## src/rtl/alu_reservation_station_pkg.sv

```systemverilog
// Shared types for the integer ALU reservation station: ALU op codes,
// the RS entry and issue-register layouts, and the CDB capture helper.
package alu_reservation_station_pkg;

  localparam int ROB_PTR = 3;
  localparam int RS_SIZE = 4;

  typedef enum logic [3:0] {
    ALU_ADD  = 4'd0,
    ALU_SUB  = 4'd1,
    ALU_AND  = 4'd2,
    ALU_OR   = 4'd3,
    ALU_XOR  = 4'd4,
    ALU_SLL  = 4'd5,
    ALU_SRL  = 4'd6,
    ALU_SRA  = 4'd7,
    ALU_SLT  = 4'd8,
    ALU_SLTU = 4'd9,
    ALU_LUI  = 4'd10
  } alu_op_e;

  typedef logic [ROB_PTR-1:0] rob_ix_t;

  typedef struct packed {
    logic               busy;
    alu_op_e            op;
    rob_ix_t            rob_ix;
    logic signed [31:0] vj;
    rob_ix_t            qj;
    logic               rj;
    logic signed [31:0] vk;
    rob_ix_t            qk;
    logic               rk;
  } rs_entry_t;

  typedef struct packed {
    logic               valid;
    alu_op_e            op;
    rob_ix_t            rob_ix;
    logic signed [31:0] vj;
    logic signed [31:0] vk;
  } issue_t;

  // Capture a CDB broadcast into any operand still waiting on its tag.
  // Used both for wakeup of stored entries and for dispatch bypass.
  function automatic rs_entry_t cdb_capture(input rs_entry_t e, input logic cdb_valid,
                                            input rob_ix_t tag, input logic signed [31:0] value);
    rs_entry_t r;
    r = e;
    if (cdb_valid && !e.rj && (e.qj == tag)) begin
      r.vj = value;
      r.rj = 1'b1;
    end
    if (cdb_valid && !e.rk && (e.qk == tag)) begin
      r.vk = value;
      r.rk = 1'b1;
    end
    return r;
  endfunction

endpackage

```

## src/rtl/alu_reservation_station_if.sv

```systemverilog
// Dispatch, CDB snoop and ALU issue signals of the reservation station.
// master = surrounding pipeline, slave = reservation station.
interface alu_reservation_station_if #(
  parameter int SIZE    = 4,
  parameter int ROB_PTR = 3
);
  logic                     valid_in;
  logic [3:0]               op_in;
  logic [ROB_PTR-1:0]       rob_ix_in;
  logic signed [31:0]       vj_in;
  logic [ROB_PTR-1:0]       qj_in;
  logic                     rj_in;
  logic signed [31:0]       vk_in;
  logic [ROB_PTR-1:0]       qk_in;
  logic                     rk_in;
  logic                     ready_out;
  logic                     cdb_valid_in;
  logic [ROB_PTR-1:0]       cdb_rob_ix_in;
  logic signed [31:0]       cdb_value_in;
  logic                     fu_ready_in;
  logic                     issue_valid_out;
  logic [3:0]               issue_op_out;
  logic signed [31:0]       issue_vj_out;
  logic signed [31:0]       issue_vk_out;
  logic [ROB_PTR-1:0]       issue_rob_ix_out;
  logic [$clog2(SIZE):0]    occupancy_out;

  modport master (
    output valid_in, op_in, rob_ix_in, vj_in, qj_in, rj_in, vk_in, qk_in, rk_in,
    output cdb_valid_in, cdb_rob_ix_in, cdb_value_in, fu_ready_in,
    input  ready_out, issue_valid_out, issue_op_out, issue_vj_out, issue_vk_out,
    input  issue_rob_ix_out, occupancy_out
  );

  modport slave (
    input  valid_in, op_in, rob_ix_in, vj_in, qj_in, rj_in, vk_in, qk_in, rk_in,
    input  cdb_valid_in, cdb_rob_ix_in, cdb_value_in, fu_ready_in,
    output ready_out, issue_valid_out, issue_op_out, issue_vj_out, issue_vk_out,
    output issue_rob_ix_out, occupancy_out
  );
endinterface

```

## src/rtl/alu_reservation_station_rs_select.sv

```systemverilog
// Combinational picker choosing which eligible RS entry issues next.
// Optional: RS_AGE_ORDER_EN selects the oldest eligible entry (age 0 = oldest);
// otherwise the lowest-index eligible entry wins.
module rs_select #(
  parameter  int SIZE = 4,
  localparam int IX_W = $clog2(SIZE)
) (
  input  logic [SIZE-1:0]            eligible_i,
`ifdef RS_AGE_ORDER_EN
  input  logic [SIZE-1:0][IX_W-1:0]  age_i,
`endif
  output logic [IX_W-1:0]            grant_o,
  output logic                       any_valid_o
);

`ifdef RS_AGE_ORDER_EN
  logic [IX_W-1:0] best_age;

  // Smallest age among eligible entries; busy ages are distinct so no ties.
  always_comb begin
    // NOTE: every output gets a default first so no path leaves it unassigned (no latch).
    grant_o     = '0;
    any_valid_o = 1'b0;
    best_age    = '1;
    for (int i = 0; i < SIZE; i++) begin
      if (eligible_i[i] && (!any_valid_o || (age_i[i] < best_age))) begin
        grant_o     = IX_W'(i);
        best_age    = age_i[i];
        any_valid_o = 1'b1;
      end
    end
  end
`else
  // Lowest-index eligible entry: scanning downward lets the lowest index win.
  always_comb begin
    grant_o     = '0;
    any_valid_o = 1'b0;
    for (int i = SIZE - 1; i >= 0; i--) begin
      if (eligible_i[i]) begin
        grant_o     = IX_W'(i);
        any_valid_o = 1'b1;
      end
    end
  end
`endif

endmodule

```

## src/rtl/alu_reservation_station.sv

```systemverilog
// Tomasulo reservation station for the integer ALU: accepts dispatches,
// snoops the CDB for pending operands and issues ready work to the ALU
// through a single issue register with a valid/ready handshake.
// Optional: RS_AGE_ORDER_EN enables oldest-first selection via per-entry ages.
module alu_reservation_station
  import alu_reservation_station_pkg::*;
#(
  parameter int SIZE    = 4,
  parameter int ROB_PTR = 3
) (
  input  logic                     clk_in,
  input  logic                     rst_in,
  alu_reservation_station_if.slave rs_if
);

  localparam int IX_W  = $clog2(SIZE);
  localparam int CNT_W = $clog2(SIZE) + 1;

  rs_entry_t          entry_q [SIZE];
  rs_entry_t          entry_d [SIZE];
  issue_t             issue_q, issue_d;
  rs_entry_t          new_entry;
  logic [SIZE-1:0]    eligible;
  logic [IX_W-1:0]    grant, free_ix;
  logic               any_valid, issue_load, dispatch_fire, freeing;
  logic [CNT_W-1:0]   occ;
  logic [ROB_PTR-1:0] cdb_tag;

  assign cdb_tag = rs_if.cdb_rob_ix_in;

  // Occupancy, lowest free slot and eligibility, all from registered state.
  always_comb begin
    occ      = '0;
    free_ix  = '0;
    eligible = '0;
    for (int i = SIZE - 1; i >= 0; i--) begin
      occ         = occ + CNT_W'(entry_q[i].busy);
      eligible[i] = entry_q[i].busy && entry_q[i].rj && entry_q[i].rk;
      if (!entry_q[i].busy) free_ix = IX_W'(i);
    end
  end

  assign rs_if.ready_out = (occ < CNT_W'(SIZE));
  assign dispatch_fire   = rs_if.valid_in && rs_if.ready_out;
  assign issue_load      = !issue_q.valid || rs_if.fu_ready_in;
  assign freeing         = issue_load && any_valid;

`ifdef RS_AGE_ORDER_EN
  logic [SIZE-1:0][IX_W-1:0] age_q, age_d;

  // Age rank: younger entries close the gap left by a freed entry; a new
  // entry takes the rank just behind everything that stays.
  always_comb begin
    age_d = age_q;
    if (freeing) begin
      for (int i = 0; i < SIZE; i++) begin
        if (entry_q[i].busy && (age_q[i] > age_q[grant])) age_d[i] = age_q[i] - 1'b1;
      end
    end
    if (dispatch_fire) age_d[free_ix] = IX_W'(occ - CNT_W'(freeing));
  end

  // Age rank register.
  always_ff @(posedge clk_in or posedge rst_in) begin
    if (rst_in) age_q <= '0;
    else        age_q <= age_d;
  end

  rs_select #(.SIZE(SIZE)) u_select (
    .eligible_i  (eligible),
    .age_i       (age_q),
    .grant_o     (grant),
    .any_valid_o (any_valid)
  );
`else
  rs_select #(.SIZE(SIZE)) u_select (
    .eligible_i  (eligible),
    .grant_o     (grant),
    .any_valid_o (any_valid)
  );
`endif

  // Next state: wakeup, issue-register load with entry free, dispatch with bypass.
  always_comb begin
    new_entry        = '0;
    new_entry.busy   = 1'b1;
    new_entry.op     = alu_op_e'(rs_if.op_in);
    new_entry.rob_ix = rs_if.rob_ix_in;
    new_entry.vj     = rs_if.vj_in;
    new_entry.qj     = rs_if.qj_in;
    new_entry.rj     = rs_if.rj_in;
    new_entry.vk     = rs_if.vk_in;
    new_entry.qk     = rs_if.qk_in;
    new_entry.rk     = rs_if.rk_in;

    issue_d = issue_q;
    for (int i = 0; i < SIZE; i++) begin
      entry_d[i] = entry_q[i].busy
                 ? cdb_capture(entry_q[i], rs_if.cdb_valid_in, cdb_tag, rs_if.cdb_value_in)
                 : entry_q[i];
    end

    if (issue_load) begin
      issue_d.valid = any_valid;
      if (any_valid) begin
        issue_d.op            = entry_q[grant].op;
        issue_d.rob_ix        = entry_q[grant].rob_ix;
        issue_d.vj            = entry_q[grant].vj;
        issue_d.vk            = entry_q[grant].vk;
        entry_d[grant].busy   = 1'b0;
      end
    end

    if (dispatch_fire) begin
      entry_d[free_ix] = cdb_capture(new_entry, rs_if.cdb_valid_in, cdb_tag, rs_if.cdb_value_in);
    end
  end

  // Entry array and issue register.
  always_ff @(posedge clk_in or posedge rst_in) begin
    if (rst_in) begin
      // NOTE: the whole entry array is cleared, not just busy, so outputs and
      // payloads are deterministic after reset; the array is only SIZE entries.
      for (int i = 0; i < SIZE; i++) entry_q[i] <= '0;
      issue_q <= '0;
    end else begin
      // NOTE: non-blocking assignments so every register samples pre-edge state.
      for (int i = 0; i < SIZE; i++) entry_q[i] <= entry_d[i];
      issue_q <= issue_d;
    end
  end

  assign rs_if.issue_valid_out  = issue_q.valid;
  assign rs_if.issue_op_out     = issue_q.op;
  assign rs_if.issue_vj_out     = issue_q.vj;
  assign rs_if.issue_vk_out     = issue_q.vk;
  assign rs_if.issue_rob_ix_out = issue_q.rob_ix;
  assign rs_if.occupancy_out    = occ;

endmodule

```

## src/flat_wrapper.sv

```systemverilog
// flat-port wrapper written by rule: the top's interface ports become plain ports
module alu_reservation_station_flat import alu_reservation_station_pkg::*;
#(
  parameter int SIZE    = 4,
  parameter int ROB_PTR = 3
)
  (clk_in, rst_in, rs_if_valid_in, rs_if_op_in, rs_if_rob_ix_in, rs_if_vj_in, rs_if_qj_in, rs_if_rj_in, rs_if_vk_in, rs_if_qk_in, rs_if_rk_in, rs_if_cdb_valid_in, rs_if_cdb_rob_ix_in, rs_if_cdb_value_in, rs_if_fu_ready_in, rs_if_ready_out, rs_if_issue_valid_out, rs_if_issue_op_out, rs_if_issue_vj_out, rs_if_issue_vk_out, rs_if_issue_rob_ix_out, rs_if_occupancy_out);
  alu_reservation_station_if #(.SIZE(SIZE), .ROB_PTR(ROB_PTR)) rs_if_i ();
  input  logic clk_in;
  input  logic rst_in;
  input wire logic [$bits(rs_if_i.valid_in)-1:0] rs_if_valid_in;
  input wire logic [$bits(rs_if_i.op_in)-1:0] rs_if_op_in;
  input wire logic [$bits(rs_if_i.rob_ix_in)-1:0] rs_if_rob_ix_in;
  input wire logic [$bits(rs_if_i.vj_in)-1:0] rs_if_vj_in;
  input wire logic [$bits(rs_if_i.qj_in)-1:0] rs_if_qj_in;
  input wire logic [$bits(rs_if_i.rj_in)-1:0] rs_if_rj_in;
  input wire logic [$bits(rs_if_i.vk_in)-1:0] rs_if_vk_in;
  input wire logic [$bits(rs_if_i.qk_in)-1:0] rs_if_qk_in;
  input wire logic [$bits(rs_if_i.rk_in)-1:0] rs_if_rk_in;
  input wire logic [$bits(rs_if_i.cdb_valid_in)-1:0] rs_if_cdb_valid_in;
  input wire logic [$bits(rs_if_i.cdb_rob_ix_in)-1:0] rs_if_cdb_rob_ix_in;
  input wire logic [$bits(rs_if_i.cdb_value_in)-1:0] rs_if_cdb_value_in;
  input wire logic [$bits(rs_if_i.fu_ready_in)-1:0] rs_if_fu_ready_in;
  output wire logic [$bits(rs_if_i.ready_out)-1:0] rs_if_ready_out;
  output wire logic [$bits(rs_if_i.issue_valid_out)-1:0] rs_if_issue_valid_out;
  output wire logic [$bits(rs_if_i.issue_op_out)-1:0] rs_if_issue_op_out;
  output wire logic [$bits(rs_if_i.issue_vj_out)-1:0] rs_if_issue_vj_out;
  output wire logic [$bits(rs_if_i.issue_vk_out)-1:0] rs_if_issue_vk_out;
  output wire logic [$bits(rs_if_i.issue_rob_ix_out)-1:0] rs_if_issue_rob_ix_out;
  output wire logic [$bits(rs_if_i.occupancy_out)-1:0] rs_if_occupancy_out;
  assign rs_if_i.valid_in = rs_if_valid_in;
  assign rs_if_i.op_in = rs_if_op_in;
  assign rs_if_i.rob_ix_in = rs_if_rob_ix_in;
  assign rs_if_i.vj_in = rs_if_vj_in;
  assign rs_if_i.qj_in = rs_if_qj_in;
  assign rs_if_i.rj_in = rs_if_rj_in;
  assign rs_if_i.vk_in = rs_if_vk_in;
  assign rs_if_i.qk_in = rs_if_qk_in;
  assign rs_if_i.rk_in = rs_if_rk_in;
  assign rs_if_i.cdb_valid_in = rs_if_cdb_valid_in;
  assign rs_if_i.cdb_rob_ix_in = rs_if_cdb_rob_ix_in;
  assign rs_if_i.cdb_value_in = rs_if_cdb_value_in;
  assign rs_if_i.fu_ready_in = rs_if_fu_ready_in;
  assign rs_if_ready_out = rs_if_i.ready_out;
  assign rs_if_issue_valid_out = rs_if_i.issue_valid_out;
  assign rs_if_issue_op_out = rs_if_i.issue_op_out;
  assign rs_if_issue_vj_out = rs_if_i.issue_vj_out;
  assign rs_if_issue_vk_out = rs_if_i.issue_vk_out;
  assign rs_if_issue_rob_ix_out = rs_if_i.issue_rob_ix_out;
  assign rs_if_occupancy_out = rs_if_i.occupancy_out;
  alu_reservation_station #(.SIZE(SIZE), .ROB_PTR(ROB_PTR)) u_core (.clk_in(clk_in), .rst_in(rst_in), .rs_if(rs_if_i));
endmodule
```

## config.mk

```make
export PLATFORM = sky130hd
export DESIGN_NAME = alu_reservation_station_flat
export DESIGN_NICKNAME = d
export VERILOG_FILES = /design/src/rtl/alu_reservation_station_pkg.sv /design/src/rtl/alu_reservation_station_if.sv /design/src/rtl/alu_reservation_station_rs_select.sv /design/src/rtl/alu_reservation_station.sv /design/src/flat_wrapper.sv
export SDC_FILE = /design/constraint.sdc
export NUM_CORES = 1
export LEC_CHECK = 0
export CAP_MARGIN = 0
export CORE_MARGIN = 2
export CORE_UTILIZATION = 38
export DETAILED_ROUTE_END_ITERATION = 8
export PLACE_DENSITY = 0.58
export SKIP_LAST_GASP = 1
export SLEW_MARGIN = 10
export SYNTH_ARGS = -nofsm -noshare
export SYNTH_HDL_FRONTEND = slang
export SYNTH_SLANG_ARGS = --single-unit
```

## constraint.sdc

```tcl
create_clock -name clk_in -period 14.15 [get_ports clk_in]
set_clock_uncertainty 0.05 [all_clocks]
set_input_delay 2.1225 -clock clk_in [delete_from_list [all_inputs] [get_ports clk_in]]
set_output_delay 2.1225 -clock clk_in [all_outputs]
set_load 0.02 [all_outputs]
```

==> results of run 1 <==
==> power groups by stage <==
stage / Sequential [uW] / Combinational [uW] / Clock, uW
after detailed placement: 2050 / 2300 / 0
final: 2050 / 2300 / 1180
after global placement: 2040 / 2250 / 0
after floorplan: 2060 / 1480 / 0
after global routing: 2110 / 2490 / 1250
after CTS: 2040 / 2310 / 1200
==> cells by family after synthesis <==
| kind of cell | synth area share, % |
|---|---|
| simple gates | 16.7 |
| compound gates | 22.5 |
| flops | 52.5 |
| buf+inv | 5.55 |
| xor+xnor | 1.41 |
| mux | 0.965 |
| fa+ha+maj | 0.308 |
==> registers in the layout, summed over array words and instances (netlist names) <==
register,flops
u_core.entry_q,320
u_core.rs_if.issue_vj_out,32
u_core.rs_if.issue_vk_out,32
u_core.rs_if.issue_valid_out,1
u_core.rs_if.issue_op_out,4
u_core.rs_if.issue_rob_ix_out,3
==> routing by layer <==
metal	vias up	track usage, %	share of wire, %
met4	2	6.71	1.9
met5	-	0	0.021
li1	6576	-	-
met1	7788	35.2	44
met2	672	39.1	47
met3	82	4.16	7.7
==> layout by cell type (no fill, tap or decap), drive strengths merged, types with 6 or more instances in the layout <==
cell type and instances:
dfrtp 392, or3 256, o221a 256, nand2 234, clkdlybuf4s50 194, nor2 72, a31oi 71, a222oi 69
clkbuf 64, buf 31, xor2 30, nor4 12, nand3b 10, clkinv 10, mux2i 8, or2 8
o32a 8, inv 7, nand3 6
==> final timing paths <==
kind | startpoint | end | slack (ns) | depth (start not counted)
worst max-delay path | rs_if_cdb_rob_ix_in[2] | u_core.entry_q[21] | 8.83 | 8
worst min-delay path | u_core.entry_q[313] | u_core.entry_q[313] | 0.42 | 2
worst max register to register | u_core.entry_q[159] | u_core.entry_q[123] | 9.84 | 10
worst min register to register | u_core.entry_q[313] | u_core.entry_q[313] | 0.42 | 2
max in group asynchronous | rst_in | u_core.entry_q[318] | 10.35 | 3
min in group asynchronous | rst_in | u_core.rs_if.issue_vk_out[18] | 2.09 | 2
==> critical path, cell delays in order <==
cell and delay (ns):
clkdlybuf4s50_1 0.84, xor2_1 0.20, nor4_4 0.31, buf_4 0.43, buf_4 0.69, mux2i_4 0.41, buf_16 0.29, o221a_2 0.28
==> area by class of cell <==
type | count | area (sq um)
fillers | 4527 | 26500
flip-flops and latches | 392 | 9810
multi-input cells | 1071 | 7910
repair buffers | 225 | 2230
clock buffers | 64 | 1320
well taps | 664 | 831
clock inverters | 15 | 161
inverters | 5 | 26.3
==> metrics by stage <==
stage / instances / hold WS (ns)
after global routing: 2436 / 0.460
after CTS: 2436 / 0.426
after detailed placement: 2357 / 0.412
after global placement: 2354 / 0.407
after floorplan: 1675 / 0.395
final: 2436 / 0.425
==> run summary, run 1 <==
status - finished, final reports clean
vias per cell - 6.21
area leader, netlist - dfrtp_1
Setup WS pre-CTS - 8.33 ns
Synth Net Count - 1798
worst skew pair latency - 0.58 ns
fin util - 45.7%
Layout Nets - 1862
area share of the largest cell type after synthesis - 52.5%
cts hold-fix bufs - 0
P_leak - 0.00862 uW
dpl hpwl - 36000 um
Avg Cell Area, Syn - 11.1 sq um
post-route cell area - 22300 sq um
die width - 226 um
crit share post-route - 37.6%
post-CTS resize count - 0
Pwr Total - 5530 uW
Core ar. - 48700 sq um
post-synth cell types - 44
IO Count - 195
Worst VDD drop - 0.155 mV
critical path startpoint category - primary input
gpl congestion - 0.832
combinational power share - 41.5%
H-Tree Depth - 2
Sw Ratio - 37.9%
Worst slew margin - 25.9%
min Tclk post-route - 5.32 ns
DRT Pass-1 Iters - 9
TritonCTS buffer count - 44
Crit path arrival time - 5.74 ns
initial antenna violation count - 1
Post-Route WL - 62700 um
CTS clock-pin slew for the worst setup and hold paths - 0.06 ns
Starting Density - 38.3%
CP required - 14.57 ns
Syn. warnings - 0
Slew @ Worst Pin - 1.11 ns
post-route ant nets - 0
Post-Syn Area - 18700 sq um
pwr/cell area - 248 nW/um^2
Synth Instances - 1675
top post-synthesis cells by area - dfrtp_1 53%, o221a_2 14%, or3_1 8.6%, nand2_1 4.7%, a222oi_1 3.7%
largest net degree at the start of global routing - 129
post-synthesis sequential area ratio - 52.5%
die area - 50900 sq um
clk sinks - 392
flops & latches, synth - 392
port bufs - 194
First DRT Iteration DRCs - 1905
drt wl/cell - 25.8 um
dominant synthesized flop cell - dfrtp_1
vias - 15.1k
clk root buf - clkbuf_16
Final setup viols - 0
Diodes inserted - 0
Reg power frac - 37.1%
HP Class - flop to flop
Sum Neg Setup Slack - 0 ns
first-pass GRT wire length - 96700 um
net switching power - 2100 uW
Cell Int Power - 3440 uW
crit path kind - primary input to flop
Fmax - 0.188 GHz
Global Route Usage Sum - 24.7%
final hold violations - 0
# rows - 81
RSZ-0062 raised after global routing - no
# Post-CTS Setup Buffers - 0
Layout area overhead - 19.4%
setup ws final - 8.83 ns
crit path capture type - flop
most common cell in the netlist - dfrtp_1
vias in the first global route - 15.1k
largest buffer count on any clock path - 3
CTS tree - built
total gr overflow - 0
top cells by instance count after synthesis - 392 x dfrtp_1, 256 x or3_1, 234 x nand2_1
Max Cap Viol - 0
Slew Limit Fails - 0
# DRC - 0
post-place instance area - 20800 sq um
Clock power frac - 21.4%
Die Y - 226 um
Crit Path Max Fanout - 86
layout cells sized above 1 - 20.4%
Async SR Flop Fraction - 100%
number of synthesized flops with an enable pin - 0
(Power assumes the default switching activity.)
==> inputs of run 2 (changes only) <==
- clock period: 14.15 -> 5.2 ns (I/O delays scaled with it)
==> run 2 against run 1 <==
  * Via count about the same
  * Largest cell class unchanged
  * Register-to-register slack worse by 8.7 ns
  * Critical path depth up 2
  * Total power rose to 2.7 times the previous value
  * Count of clock-buffer cells in the layout unchanged
  * Clock power rose to 2.7 times the previous value
  * Final area up 0.22%
==> run summary, run 2 (synthesis gave the netlist of run 1 again) <==
Register-to-Register Path Depth - 10 (unchanged)
Most flops, register - u_core.entry_q (unchanged)
Worst VDD drop - 0.490 mV (was 0.155 mV)
Clock power frac - 21.2% (was 21.4%)
worst r2r src - u_core.entry_q[79] (was u_core.entry_q[159])
most common cell after layout, fill and taps aside - dfrtp_1 (unchanged)
commonest cells after routing, fill and taps aside - 392 x dfrtp_1, 256 x or3_1, 234 x nand2_1 (unchanged)
initial antenna violation count - 3 (was 1)
vias in the first global route - 15.3k (was 15.1k)
HP Class - flop to flop (unchanged)
Setup WS pre-CTS - 1.11 ns (was 8.33 ns)
crit path capture type - flop (unchanged)
First DRT Iteration DRCs - 1976 (was 1905)
status - finished, final reports clean (unchanged)
worst r2r dst - u_core.entry_q[144] (was u_core.entry_q[123])
die width - 226 um (unchanged)
Sw Ratio - 37.9% (about the same)
met3 Use GR - 4.14% (was 4.16%)
Max Cap Viol - 0 (unchanged)
worst skew pair latency - 0.57 ns (was 0.58 ns)
CTS tree - built (unchanged)
layout cells sized above 1 - 20.7% (was 20.4%)
hold path endpoint - u_core.entry_q[312] (was u_core.entry_q[313])
Worst slew margin - 29.8% (was 25.9%)
Reg power frac - 36.9% (was 37.1%)
combinational power share - 41.9% (was 41.5%)
Slew @ Worst Pin - 1.05 ns (was 1.11 ns)
RSZ-0062 raised after global routing - no (unchanged)
crit path kind - flop to flop (was primary input to flop)
total gr overflow - 0 (unchanged)
CTS clock-pin slew for the worst setup and hold paths - 0.06 ns (about the same)
# Post-CTS Setup Buffers - 0 (unchanged)
met2 GRT Util - 40.1% (was 39.1%)
DRT Pass-1 Iters - 8 (was 9)
post-CTS resize count - 0 (unchanged)
clk root buf - clkbuf_16 (unchanged)
Largest register FFs - 320 (unchanged)
cts hold-fix bufs - 0 (unchanged)
dpl hpwl - 37200 um (was 36000 um)
CP required - 5.66 ns (was 14.57 ns)
critical path startpoint category - flop (was primary input)
Post-Route WL - 63400 um (was 62700 um)
crit share post-route - 78.2%
Crit Path Max Fanout - 49 (was 86)
Crit path arrival time - 4.53 ns (was 5.74 ns)
final hold violations - 0 (unchanged)
Starting Density - 38.3% (unchanged)
H-Tree Depth - 2 (unchanged)
Layout Nets - 1872 (was 1862)
largest buffer count on any clock path - 3 (unchanged)
IO Count - 195 (unchanged)
Fmax - 0.246 GHz
largest net degree at the start of global routing - 175 (was 129)
Global Route Usage Sum - 25.0% (was 24.7%)
Cell Int Power - 9360 uW (was 3440 uW)
pwr/cell area - 674 nW/um^2 (was 248 nW/um^2)
post-route ant nets - 0 (unchanged)
vias per cell - 6.18 (was 6.21)
setup ws final - 1.13 ns (was 8.83 ns)
Layout area overhead - 19.7% (was 19.4%)
Core ar. - 48700 sq um (unchanged)
first-pass GRT wire length - 97100 um (was 96700 um)
Die Y - 226 um (unchanged)
min Tclk post-route - 4.07 ns
port bufs - 194 (unchanged)
Pwr Total - 15100 uW (was 5530 uW)
Worst R2R Setup Slack - 1.13 ns (was 9.84 ns)
GR peak layer - met2 (unchanged)
die area - 50900 sq um (unchanged)
GR Util met1 - 34.9% (was 35.2%)
drt wl/cell - 25.9 um (was 25.8 um)
Post-Layout Cell Count - 2447 (was 2436)
Worst Hold Depth - 2 (unchanged)
fill cell count - 4478 (was 4527)
clk sinks - 392 (unchanged)
# rows - 81 (unchanged)
net switching power - 5700 uW (was 2100 uW)
Inst Count DP - 2366 (was 2357)
Slew Limit Fails - 0 (unchanged)
hold wc startpoint - u_core.entry_q[312] (was u_core.entry_q[313])
P_leak - 0.00863 uW (was 0.00862 uW)
Final setup viols - 0 (unchanged)
gpl congestion - 0.810 (was 0.832)
# DRC - 0 (unchanged)
vias - 15.1k (about the same)
TritonCTS buffer count - 45 (was 44)
[run 2: metrics by stage]
step / util [%] / setup TNS (ns) / hold slack (ns) / cell area (sq um)
finish: 45.8 / 0 / 0.424 / 22300
global route: 45.8 / 0 / 0.445 / 22300
CTS: 45.8 / 0 / 0.427 / 22300
detailed placement: 42.8 / 0 / 0.412 / 20900
global placement: 42.8 / 0 / 0.408 / 20900
floorplan: - / -354.32 / 0.395 / 18700
[run 2: worst max-delay path, cell delays in order, from the launching register on]
cell and delay (ns):
dfrtp_1 0.44, inv_1 0.09, ha_1 0.28, inv_1 0.04, fa_1 0.36, ha_1 0.27
nand3b_2 0.31, or4b_4 0.83, mux2i_4 0.68, buf_4 0.40, o221a_2 0.24
[run 2: how the worst max path moves through the flow]
stage                               end              startpoint  depth (start not counted)  slack [ns]
floorplan             u_core.entry_q[0]                  rst_in                          1       -0.90
global placement    u_core.entry_q[206]  rs_if_cdb_rob_ix_in[0]                          7        1.10
detailed placement  u_core.entry_q[211]  rs_if_cdb_rob_ix_in[2]                          7        1.11
CTS                  u_core.entry_q[84]      u_core.entry_q[79]                         10        1.14
global route        u_core.entry_q[146]      u_core.entry_q[79]                         10        0.95
finish              u_core.entry_q[144]      u_core.entry_q[79]                         10        1.13
[run 2: area by class of cell]
type,count,area [sq um],area share (%)
Clock buffer,64,1290,5.77
Inverter,5,22.5,0.101
Sequential cell,392,9810,43.9
Timing Repair Buffer,234,2300,10.3
Clock inverter,16,171,0.767
Antenna cell,1,2.50,0.0112
Multi-Input combinational cell,1071,7910,35.4
Tap cell,664,831,3.72
[run 2: power groups by stage]
stage	logic (uW)	clock network (uW)	registers (uW)
final	6320	3190	5560
after global routing	6860	3370	5730
after CTS	6340	3230	5530
after detailed placement	6330	0	5550
after global placement	6200	0	5520
after floorplan	4030	0	5600
[run 2: layer usage]
layer / up-vias / share of wire [%]
met3: 94 / 7.1
met2: 669 / 47
met5: - / 0.043
met1: 7744 / 44
met4: 4 / 2.2
li1: 6612 / -
